$ cat config.mk
export PLATFORM = sky130hd
export DESIGN_NAME = instr_encoder
export DESIGN_NICKNAME = d
export VERILOG_FILES = /design/src/rtl/instr_encoder.sv
export SDC_FILE = /design/constraint.sdc
export NUM_CORES = 1
export LEC_CHECK = 0
export ABC_AREA = 1
export CAP_MARGIN = 20
export CORE_ASPECT_RATIO = 1.25
export CORE_UTILIZATION = 47
export DETAILED_ROUTE_END_ITERATION = 16
export GPL_TIMING_DRIVEN = 0
export PLACE_DENSITY_LB_ADDON = 0.08
export SETUP_SLACK_MARGIN = 0.4
export SYNTH_ARGS = -nofsm -noshare
export SYNTH_HDL_FRONTEND = slang
export SYNTH_SLANG_ARGS = --single-unit
$ cat constraint.sdc
create_clock -name clk -period 2.04 [get_ports clk]
set_input_delay 0.204 -clock clk [delete_from_list [all_inputs] [get_ports clk]]
set_output_delay 0.204 -clock clk [all_outputs]
set_load 0.01 [all_outputs]
$ cat src/rtl/instr_encoder.sv
// RV32 instruction encoder: turns decoded fields into machine words and writes them to instruction memory.
// Optional illegal-field checking is enabled by defining ENC_ILLEGAL_CHECK_EN.
module instr_encoder #(
    parameter int          ADDR_W    = 8,
    parameter logic [31:0] BASE_ADDR = 32'h0000_0000
) (
    input  logic            clk,
    input  logic            rst,
    input  logic            start,
    input  logic            in_valid,
    output logic            in_ready,
    input  logic [2:0]      cls,
    input  logic [4:0]      rd,
    input  logic [4:0]      rs1,
    input  logic [4:0]      rs2,
    input  logic [2:0]      funct3,
    input  logic            funct7_5,
    input  logic [12:0]     imm,
    output logic            imem_we,
    output logic [31:0]     imem_addr,
    output logic [31:0]     imem_wdata,
    output logic            busy,
    output logic            done,
    output logic            full,
    output logic            err,
    output logic [ADDR_W:0] count
);

    typedef enum logic [1:0] {IDLE, ACCEPT, WRITE, DONE} state_e;

    localparam logic [31:0]     NOP   = 32'h0000_0013;
    localparam logic [2:0]      CLS_END = 3'd5;
    localparam logic [ADDR_W:0] DEPTH = {1'b1, {ADDR_W{1'b0}}};

    state_e          state_q;
    logic [31:0]     addr_q;
    logic [31:0]     word_q;
    logic [ADDR_W:0] count_q;
    logic [ADDR_W:0] count_d;
    logic            full_q;
    logic [31:0]     word_d;
    logic            illegal_d;

    always_comb begin
        word_d    = NOP;
        illegal_d = 1'b0;
        case (cls)
            3'd0: word_d = {imm[11:0], rs1, funct3, rd, 7'b0000011};
            3'd1: word_d = {imm[11:5], rs2, rs1, funct3, imm[4:0], 7'b0100011};
            3'd2: word_d = {1'b0, funct7_5, 5'b00000, rs2, rs1, funct3, rd, 7'b0110011};
            3'd3: word_d = {imm[11:0], rs1, funct3, rd, 7'b0010011};
            3'd4: word_d = {imm[12], imm[10:5], rs2, rs1, funct3, imm[4:1], imm[11], 7'b1100011};
            default: word_d = NOP;
        endcase
`ifdef ENC_ILLEGAL_CHECK_EN
        case (cls)
            3'd2: illegal_d = (funct3 == 3'b010) || (funct3 == 3'b011) ||
                              (funct7_5 && (funct3 != 3'b000));
            3'd4: illegal_d = !((funct3 == 3'b000) || (funct3 == 3'b001) || (funct3 == 3'b100)) ||
                              imm[0];
            3'd6, 3'd7: illegal_d = 1'b1;
            default: illegal_d = 1'b0;
        endcase
        if (illegal_d) begin
            word_d = NOP;
        end
`endif
    end

    assign count_d = count_q + 1'b1;

`ifdef ENC_ILLEGAL_CHECK_EN
    logic err_q;

    // Sticky error latches together with the word it describes.
    always_ff @(posedge clk) begin
        if (rst) begin
            err_q <= 1'b0;
        end else if (state_q == IDLE && start) begin
            err_q <= 1'b0;
        end else if (state_q == ACCEPT && in_valid && cls != CLS_END) begin
            err_q <= err_q | illegal_d;
        end
    end
    assign err = err_q;
`else
    assign err = 1'b0;
`endif

    always_ff @(posedge clk) begin
        if (rst) begin
            state_q <= IDLE;
            addr_q  <= 32'h0;
            word_q  <= 32'h0;
            count_q <= '0;
            full_q  <= 1'b0;
        end else begin
            case (state_q)
                IDLE: begin
                    if (start) begin
                        state_q <= ACCEPT;
                        addr_q  <= BASE_ADDR;
                        count_q <= '0;
                        full_q  <= 1'b0;
                    end
                end
                ACCEPT: begin
                    if (in_valid) begin
                        if (cls == CLS_END) begin
                            state_q <= DONE;
                        end else begin
                            word_q  <= word_d;
                            state_q <= WRITE;
                        end
                    end
                end
                WRITE: begin
                    // Address wraps naturally at 2**32.
                    addr_q  <= addr_q + 32'd4;
                    count_q <= count_d;
                    if (count_d == DEPTH) begin
                        full_q  <= 1'b1;
                        state_q <= DONE;
                    end else begin
                        state_q <= ACCEPT;
                    end
                end
                DONE: state_q <= IDLE;
                default: state_q <= IDLE;
            endcase
        end
    end

    assign in_ready   = (state_q == ACCEPT);
    assign imem_we    = (state_q == WRITE);
    assign done       = (state_q == DONE);
    assign busy       = (state_q != IDLE);
    assign imem_addr  = addr_q;
    assign imem_wdata = word_q;
    assign full       = full_q;
    assign count      = count_q;

endmodule

# Word-level counts from Yosys, hierarchy flattened
# Cells that the tools add are included.
op_classes:
  n_reduce_logical: 8
  muxes: 13
  n_bitwise: 1
  eq_ne: 12
  add_sub_neg: 2
ops:
  columns: ["operator", "count"]
  rows:
  - ["$pmux W32 S5", 1]
  - ["$pmux W32 S2", 1]
  - ["$add A32 B3 Y32 const B", 1]
  - ["$mux W32", 1]
  - ["$pmux W9 S2", 1]
  - ["$add A9 B1 Y9 const B", 1]
  - ["$eq A9 B9 Y1 const B", 1]
  - ["$mux W9", 1]
  - ["$pmux W2 S4", 1]
  - ["$eq A3 B2 Y1 const B", 2]
  - ["$eq A3 B3 Y1 const B", 2]
  - ["$mux W2", 3]
  - ["$reduce_and A3 Y1", 2]
  - ["$eq A2 B2 Y1 const B", 2]
  - ["$ne A2 B2 Y1 const B", 2]
  - ["$reduce_and A2 Y1", 2]
  - ["$reduce_bool A2 Y1", 2]
  - ["$eq A3 B1 Y1 const B", 1]
  - ["$logic_not A3 Y1", 1]
  - ["$mux W1", 3]
  - ["$eq A2 B1 Y1 const B", 1]
  - ["$logic_not A2 Y1", 1]
  - ["$ne A2 B1 Y1 const B", 1]
  - ["$pmux W1 S2", 1]
  - ["$not A1 Y1", 1]
word_totals:
  regBits: 76
  input_bits: 39

# Longest topological paths before layout
# Gate-level depths: netlist of the first run.
depth:
  word_depth: 4
  depth_mapped: 11

# Least setup slack after synthesis of the first run
# No wires, ideal clock.
synth_path:
  kind: "register -> register"
  start: "reg addr_q[2] (netlist: imem_addr[2])"
  end: "reg addr_q[22] (netlist: imem_addr[22])"
  path_buffers: 0
  slack_ps: 510
  stages_incl_launch_ff: 12
  arrival_ps: 1466
  cell_sequence: "dfxtp_1 > ha_1 > nand3_1 > inv_1 > nand2_1 > nor2_1 > nand3_1 > inv_1 > nand2_1 > nand2_1 > inv_1 > nor2_1"
synth_between:
  elab_chain_cells: 2
synth_rtl:
  columns: ["element", "line", "text"]
  rows:
  - ["start: declaration", "36", "logic [31:0] addr_q;"]
  - ["start signal: assignment", "119", "addr_q <= addr_q + 32'd4;"]
  - ["$add A32 B3 Y32", "119", null]
  - ["$pmux W32 S2", "98", "case (state_q)"]
# No other way between the ends.
# A chain may end at the register's enable or synchronous reset.

# Final worst setup path of the first run
layout_path:
  start: "reg addr_q[27] (netlist: imem_addr[27])"
  end: "out imem_addr[27]"
layout_rtl:
  columns: ["element", "line", "text"]
  rows:
  - ["end: declaration", "20", "output logic [31:0] imem_addr,"]
# No word-level cell between the ends.

==> results of run 1 <==
## state kept, by name, summed over array words and instances, names as in the netlist
name and count:
imem_wdata 29, state_q 2, full 1, count 9, imem_addr 30
## timing repair
action / CTS / global route
gates cloned: 0 / 0
buffers inserted: 1 / 4
endpoints found under the setup margin: 8 / 24
pin swaps: 0 / 2
gates resized for setup: 8 / 33
## metal layers
layer	GRT usage, %	wire, um	up-vias	share of wire (%)
li1	-	-	2175	-
met1	28.5	4470	1955	39
met2	47.7	5730	161	51
met3	8.14	826	24	7.3
met4	10.9	308	0	2.7
met5	0	0	-	0
## placed cells by master (no fill, tap or decap), drive strengths merged, types with 3 or more instances in the layout
| cell | instances |
|---|---|
| clkbuf | 18 |
| inv | 56 |
| conb | 5 |
| nor2 | 76 |
| o21ai | 17 |
| a211oi | 3 |
| nand3 | 51 |
| nand2 | 231 |
| a21oi | 58 |
| buf | 22 |
| clkdlybuf4s50 | 108 |
| dfxtp | 71 |
## cells by family after synthesis
group	after synthesis
and+or+nand+nor	362
AOI/OAI and AO/OA	87
buffers and inverters	79
DFF	71
adders and majority gates	2
xor gates and xnor gates	1
other	1
## cell type report
class / instances / area [um2] / area share (%)
multi-input combinational: 457 / 2110 / 38.9
sequential: 71 / 1450 / 26.7
timing repair buffer: 117 / 1160 / 21.4
inverter: 56 / 213 / 3.93
buffer: 23 / 149 / 2.75
clock buffer: 11 / 141 / 2.61
tap: 95 / 119 / 2.20
clock inverter: 5 / 81.3 / 1.50
## cell usage after synthesis (3+ instances only)
library cell / number
nand2_2: 3
a211oi_1: 3
buf_2: 7
buf_4: 9
inv_2: 5
nand2_1: 226
inv_1: 51
o21ai_0: 15
nand3_1: 50
nor2_4: 5
a21oi_1: 58
dfxtp_1: 71
nor2_1: 67
clkbuf_1: 6
## worst paths after layout
path,endpoint,start,slack [ns]
max reg2reg,imem_addr[22]$_SDFFE_PP0P_,imem_addr[2]$_SDFFE_PP0P_,0.51
max,imem_addr[27],imem_addr[27]$_SDFFE_PP0P_,0.45
min reg2reg,full$_SDFFE_PP0P_,full$_SDFFE_PP0P_,0.47
min,imem_wdata[27]$_SDFFE_PP0P_,imm[7],0.41
## power by group
part           total (mW)  switching (mW)  internal [mW]  leakage (nW)
logic               0.501           0.279          0.223          1.37
registers            1.44          0.0253           1.41         0.582
clock network        1.27           0.552          0.723         0.110
total                3.22           0.856           2.36          2.06
## metrics by stage
stage / util (%) / total power [mW] / std cells / setup slack [ns] / area, um2
floorplan: - / 1.73 / 607 / 0.510 / 3840
global placement: 64.8 / 1.95 / 814 / 0.0938 / 5080
detailed placement: 64.8 / 1.95 / 814 / 0.0987 / 5080
CTS: 67.8 / 3.22 / 831 / 0.242 / 5320
global route: 69.1 / 3.34 / 835 / 0.340 / 5420
finish: 69.1 / 3.22 / 835 / 0.448 / 5420
==> impl_metrics.xml, run 1 <==
<?xml version="1.0" encoding="UTF-8"?>
<metrics>
  <group name="power_and_ir_drop">
    <metric name="worst_ir_drop_vdd" unit="uV">492</metric>
    <metric name="leak_pwr" unit="nW">2.06</metric>
    <metric name="power.density" unit="mW/mm2">594</metric>
  </group>
  <group name="clocking">
    <metric name="cts_hold_buffers" unit="">0</metric>
    <metric name="root_buffer" unit="">clkbuf_8</metric>
    <metric name="clkSlewWorstSetupHoldPaths" unit="ns">0.09</metric>
    <metric name="clk_path_buf_depth" unit="">2</metric>
    <metric name="clock_sink_count" unit="">71</metric>
    <metric name="clk-insertion-delay-late" unit="ns">0.35</metric>
    <metric name="clock_tree_from_tritoncts" unit="">built</metric>
    <metric name="total_clock_buffers_created_by_cts" unit="">9</metric>
    <metric name="cts_htree_levels" unit="">3</metric>
  </group>
  <group name="global_routing">
    <metric name="grt_pass1_wl" unit="mm">17.2</metric>
    <metric name="grt_pass1_vias" unit="">3930</metric>
    <metric name="maximum_number_of_pins_on_one_net_before_global_route_repair" unit="">13</metric>
    <metric name="grt_overflow_total" unit="">0</metric>
    <metric name="grt_util_all_layers" unit="%">26.6</metric>
    <metric name="antenna_found_initial" unit="">0</metric>
  </group>
  <group name="synth">
    <metric name="synth_top_cells_by_area" unit="">dfxtp_1 37%, nand2_1 22%, a21oi_1 7.6%</metric>
    <metric name="yosys_most_used_dff" unit="">dfxtp_1</metric>
    <metric name="ys.warnings.count" unit="">0</metric>
    <metric name="fraction_of_the_mapped_netlist_area_in_compound_gates" unit="%">12.3</metric>
    <metric name="synth_xor_xnor_area_share" unit="%">0.229</metric>
    <metric name="synth_edf_count" unit="">0</metric>
    <metric name="yosys.area_share.simple" unit="%">40.4</metric>
    <metric name="synth_top_family_by_area" unit="">simple AND/OR/NAND/NOR gates</metric>
    <metric name="synthCells" unit="">603</metric>
    <metric name="netlist.top_cell.by_area" unit="">dfxtp_1</metric>
    <metric name="synth-adder-area-share" unit="%">0.655</metric>
    <metric name="synth.yosys.seq_area_share" unit="%">37.2</metric>
    <metric name="synth_top_cell_area_share" unit="%">37.2</metric>
    <metric name="ys_types" unit="">34</metric>
    <metric name="synth-async-reset-ratio" unit="%">0</metric>
    <metric name="synthesized_area_per_cell" unit="um2">6.34</metric>
    <metric name="netlist_area_pre_place" unit="mm2">0.00382</metric>
    <metric name="postSynthRegisterBits" unit="">71</metric>
    <metric name="post_synth_mux_area_share" unit="%">0</metric>
  </group>
  <group name="cells_and_area">
    <metric name="antenna-diode-count" unit="">0</metric>
    <metric name="fillers" unit="">681</metric>
    <metric name="final_nets" unit="">776</metric>
    <metric name="layout_cells_sized_above_1" unit="%">11.5</metric>
    <metric name="synthesis_to_finish_area_growth" unit="%">41.7</metric>
  </group>
  <group name="worst_hold_path">
    <metric name="min_path_type" unit="">primary input to flop</metric>
    <metric name="hold_path_depth" unit="">3</metric>
  </group>
  <group name="sta">
    <metric name="maxSlewHeadroom" unit="%">57.8</metric>
    <metric name="slew_viol_final" unit="">0</metric>
    <metric name="finalHoldViolCount" unit="">0</metric>
    <metric name="period_needed" unit="ns">1.59</metric>
    <metric name="number_of_setup_violations_in_the_final_report" unit="">0</metric>
    <metric name="fmax" unit="MHz">628</metric>
    <metric name="worst_slew_pin_slew" unit="ns">0.633</metric>
    <metric name="final.setup.tns" unit="ns">0</metric>
    <metric name="rsz0062_at_grt" unit="">yes</metric>
    <metric name="timing.clock.skew" unit="ns">0.0116</metric>
    <metric name="final_clock_period_utilization_by_the_worst_path" unit="%">78.0</metric>
    <metric name="hold_ws" unit="ns">0.415</metric>
  </group>
  <group name="placement">
    <metric name="detailed_place_hpwl" unit="mm">8.50</metric>
    <metric name="gpl.final_weighted_congestion" unit="">0.888</metric>
    <metric name="number_of_buffers_added_on_ports" unit="">112</metric>
  </group>
  <group name="floorplanning">
    <metric name="core.rowCount" unit="">36</metric>
    <metric name="initial_core_util" unit="%">48.8</metric>
    <metric name="die_area" unit="mm2">0.00850</metric>
    <metric name="core_area" unit="mm2">0.00784</metric>
    <metric name="boundaryPins" unit="">118</metric>
    <metric name="die_w" unit="um">82.7</metric>
    <metric name="floorplan.die.height" unit="um">103</metric>
  </group>
  <group name="setup_path">
    <metric name="critical_path_buf_inv_count" unit="">1</metric>
    <metric name="worst-endpoint-arrival" unit="ns">1.39</metric>
    <metric name="critPathSlowestCell" unit="">clkdlybuf4s50_1</metric>
    <metric name="cp_endpoint_kind" unit="">output port</metric>
    <metric name="critPathKind" unit="">flop to output port</metric>
    <metric name="crit_path_max_incr_delay" unit="ns">0.58</metric>
    <metric name="timing.critical_path.fanout_max" unit="">6</metric>
    <metric name="r2r.worst_path.cells" unit="">11</metric>
    <metric name="startpoint_type" unit="">flop</metric>
    <metric name="cp_cell_sequence" unit="">clkdlybuf4s50_1</metric>
    <metric name="required" unit="ns">1.84</metric>
    <metric name="critical-path-top-delay-family" unit="">buffers and inverters</metric>
    <metric name="timing.critical_path.depth" unit="">1</metric>
  </group>
  <group name="drt">
    <metric name="antenna_left" unit="">0</metric>
    <metric name="wl_per_cell" unit="um">13.6</metric>
    <metric name="firstDrtPassIters" unit="">5</metric>
    <metric name="drc" unit="">0</metric>
    <metric name="initialDrtViolationCount" unit="">222</metric>
    <metric name="via_to_cell_ratio" unit="">5.17</metric>
    <metric name="totalWireLength" unit="mm">11.3</metric>
    <metric name="vias" unit="">4315</metric>
  </group>
  <group name="outcome">
    <metric name="status" unit="">completed</metric>
  </group>
  <group name="job">
    <metric name="maximum_capacitance_violations" unit="">0</metric>
  </group>
</metrics>
No activity file was read; power rests on OpenSTA's default activity.
==> inputs of run 2 (changes only) <==
--- a/config.mk
+++ b/config.mk
@@ -8,7 +8,7 @@
 export ABC_AREA = 1
 export CAP_MARGIN = 20
 export CORE_ASPECT_RATIO = 1.25
-export CORE_UTILIZATION = 47
+export CORE_UTILIZATION = 43
 export DETAILED_ROUTE_END_ITERATION = 16
 export GPL_TIMING_DRIVEN = 0
 export PLACE_DENSITY_LB_ADDON = 0.08
==> constraint.sdc (replaced) <==
create_clock -name clk -period 1.4 [get_ports clk]
set_input_delay 0.14 -clock clk [delete_from_list [all_inputs] [get_ports clk]]
set_output_delay 0.14 -clock clk [all_outputs]
set_load 0.01 [all_outputs]
==> run 2 against run 1 <==
Compared with the run above: the flow now finishes with violations (negative setup slack); first-iteration DRC count increased by 130%; die area increased by 9.1%; non-clock buffer count increased by 115; final area increased by 37%; count of clock-buffer cells in the layout increased by 2; utilization increased by 17 points; sequential power increased by 42%; global-route usage increased by 4.4 points; setup slack got worse by 0.64 ns.
==> impl_metrics.xml, run 2 (synthesis results as in run 1) <==
<?xml version="1.0" encoding="UTF-8"?>
<metrics>
  <group name="outcome">
    <metric name="status" unit="">finished, violations left</metric>
    <metric name="violated_checks" unit="">negative setup slack</metric>
  </group>
  <group name="cells_and_area">
    <metric name="post-route-cell-area" unit="mm2">0.00741</metric>
    <metric name="layout_cells_sized_above_1" unit="%">54.7</metric>
    <metric name="most-common-layout-cells" unit="">166 x nand2_1, 95 x buf_6, 66 x buf_4, 41 x nand3_1, 39 x nand2_2</metric>
    <metric name="max_ffs_per_register" unit="">30</metric>
    <metric name="synthesis_to_finish_area_growth" unit="%">93.9</metric>
    <metric name="antenna-diode-count" unit="">0</metric>
    <metric name="final_common_cell" unit="">nand2_1</metric>
    <metric name="final_nets" unit="">891</metric>
  </group>
  <group name="clocking">
    <metric name="cts_htree_levels" unit="">3</metric>
    <metric name="clk-insertion-delay-late" unit="ns">0.37</metric>
    <metric name="clkSlewWorstSetupHoldPaths" unit="ns">0.08</metric>
    <metric name="clock_tree_from_tritoncts" unit="">built</metric>
    <metric name="cts_hold_buffers" unit="">0</metric>
    <metric name="root_buffer" unit="">clkbuf_8</metric>
    <metric name="clk_path_buf_depth" unit="">2</metric>
    <metric name="total_clock_buffers_created_by_cts" unit="">9</metric>
    <metric name="clock_sink_count" unit="">71</metric>
  </group>
  <group name="sta">
    <metric name="setup_slack" unit="ns">-0.192</metric>
    <metric name="fmax" unit="MHz">628</metric>
    <metric name="final_clock_period_utilization_by_the_worst_path" unit="%">114</metric>
    <metric name="slew_viol_final" unit="">0</metric>
    <metric name="worst_slew_pin_slew" unit="ns">0.701</metric>
    <metric name="maxSlewHeadroom" unit="%">53.3</metric>
    <metric name="timing.clock.skew" unit="ns">0.0173</metric>
    <metric name="number_of_setup_violations_in_the_final_report" unit="">65</metric>
    <metric name="finalHoldViolCount" unit="">0</metric>
    <metric name="rsz0062_at_grt" unit="">yes</metric>
    <metric name="period_needed" unit="ns">1.59</metric>
  </group>
  <group name="setup_path">
    <metric name="r2r.worst_path.cells" unit="">12</metric>
    <metric name="r2r_slack" unit="ns">-0.19</metric>
    <metric name="required" unit="ns">1.70</metric>
    <metric name="worst-endpoint-arrival" unit="ns">1.89</metric>
    <metric name="timing.critical_path.fanout_max" unit="">5</metric>
    <metric name="critPathKind" unit="">flop to flop</metric>
    <metric name="startpoint_type" unit="">flop</metric>
    <metric name="cp_endpoint_kind" unit="">flop</metric>
  </group>
  <group name="global_routing">
    <metric name="grt_pass1_vias" unit="">4777</metric>
    <metric name="grt_pass1_wl" unit="mm">22.6</metric>
    <metric name="antenna_found_initial" unit="">0</metric>
    <metric name="grt_overflow_total" unit="">0</metric>
    <metric name="grt_util_all_layers" unit="%">31.0</metric>
    <metric name="maximum_number_of_pins_on_one_net_before_global_route_repair" unit="">12</metric>
  </group>
  <group name="power_and_ir_drop">
    <metric name="worst_ir_drop_vdd" unit="uV">682</metric>
    <metric name="leak_pwr" unit="nW">3.20</metric>
    <metric name="fin_total_pwr" unit="mW">5.00</metric>
    <metric name="power.density" unit="mW/mm2">675</metric>
  </group>
  <group name="drt">
    <metric name="via_to_cell_ratio" unit="">5.78</metric>
    <metric name="firstDrtPassIters" unit="">5</metric>
    <metric name="route.met3.wl" unit="mm">1.77</metric>
    <metric name="initialDrtViolationCount" unit="">504</metric>
    <metric name="vias" unit="">5628</metric>
    <metric name="drc" unit="">0</metric>
    <metric name="totalWireLength" unit="mm">18.9</metric>
    <metric name="wl_met2" unit="mm">9.26</metric>
    <metric name="wl_per_cell" unit="um">19.4</metric>
    <metric name="m1WireLength" unit="mm">6.43</metric>
    <metric name="antenna_left" unit="">0</metric>
    <metric name="top_layer_used" unit="">met4</metric>
  </group>
  <group name="placement">
    <metric name="detailed_place_hpwl" unit="mm">8.39</metric>
    <metric name="placement.cell_area" unit="mm2">0.00531</metric>
    <metric name="gpl.final_weighted_congestion" unit="">0.915</metric>
    <metric name="number_of_buffers_added_on_ports" unit="">112</metric>
  </group>
  <group name="job">
    <metric name="maximum_capacitance_violations" unit="">0</metric>
  </group>
  <group name="floorplanning">
    <metric name="boundaryPins" unit="">118</metric>
    <metric name="floorplan.die.height" unit="um">107</metric>
    <metric name="core_area" unit="mm2">0.00865</metric>
    <metric name="die_area" unit="mm2">0.00927</metric>
    <metric name="die_w" unit="um">86.3</metric>
    <metric name="core.rowCount" unit="">38</metric>
    <metric name="initial_core_util" unit="%">44.2</metric>
  </group>
  <group name="worst_hold_path">
    <metric name="hold_path_depth" unit="">5</metric>
    <metric name="min_path_type" unit="">primary input to flop</metric>
  </group>
</metrics>
[run 2: path summary, 6_finish.rpt]
path,endpoint,start
max,imem_wdata[22]$_SDFFE_PP0P_,state_q[0]$_SDFFE_PP0P_
min,imem_wdata[4]$_SDFFE_PP0P_,cls[1]
max reg2reg,imem_wdata[22]$_SDFFE_PP0P_,state_q[0]$_SDFFE_PP0P_
min reg2reg,imem_wdata[16]$_SDFFE_PP0P_,imem_wdata[16]$_SDFFE_PP0P_
[run 2: worst max-delay path, stage by stage, from the launching register on]
cell and delay, ns:
dfxtp_4 0.36, inv_4 0.05, buf_12 0.12, nor2_8 0.13, nand2_4 0.07, nor2_4 0.10, buf_6 0.14, nand2_8 0.08
nor2_4 0.15, nand2_1 0.09, nand3_1 0.08, nand2_1 0.07, inv_1 0.08
[run 2: cell type report]
class / instances / area, um2
Buffer: 23 / 213
Clock buffer: 13 / 149
Clock inverter: 2 / 10.0
Fill cell: 476 / 1240
Inverter: 56 / 243
Multi-Input combinational cell: 457 / 2840
Sequential cell: 71 / 1580
Tap cell: 120 / 150
Timing Repair Buffer: 232 / 2230
[run 2: layer usage]
layer  track usage [%]  vias up
li1                  -     2412
met1              33.8     2590
met2              53.1      477
met3              7.67      149
met4              19.8        0
met5                 0        -
[run 2: per-stage QoR]
step           setup TNS [ns]  utilization (%)  cells  hold slack (ns)  setup WS (ns)
2_1_floorplan               0                -    607            0.283          0.107
3_3_place_gp           -17.48             61.4    839            0.449         -0.478
3_5_place_dp           -19.20             61.4    839            0.453         -0.501
4_1_cts                -0.238             76.3    941            0.333        -0.0412
5_1_grt                 -7.81             85.6    974            0.314         -0.251
6_report                -4.40             85.6    974            0.289         -0.192
[run 2: what timing repair did]
action / CTS / global route
resized for setup: 513 / 154
buffers inserted: 81 / 33
gates cloned: 6 / 0
endpoints found under the setup margin: 145 / 114
pin swaps: 62 / 64
endpoints found under the hold margin: 0 / 0
[run 2: power breakdown]
group | internal (mW) | switching, mW
sequential | 2.01 | 0.0402
combinational | 0.710 | 0.712
clock | 0.681 | 0.850
==> inputs of run 3 (changes only) <==
--- a/config.mk
+++ b/config.mk
@@ -9,6 +9,7 @@
 export CAP_MARGIN = 20
 export CORE_ASPECT_RATIO = 1.25
 export CORE_UTILIZATION = 43
+export CTS_CLUSTER_DIAMETER = 100
 export DETAILED_ROUTE_END_ITERATION = 16
 export GPL_TIMING_DRIVEN = 0
 export PLACE_DENSITY_LB_ADDON = 0.08
==> results of run 3 <==
Final layout, timing and power as in run 2 (identical DEF).
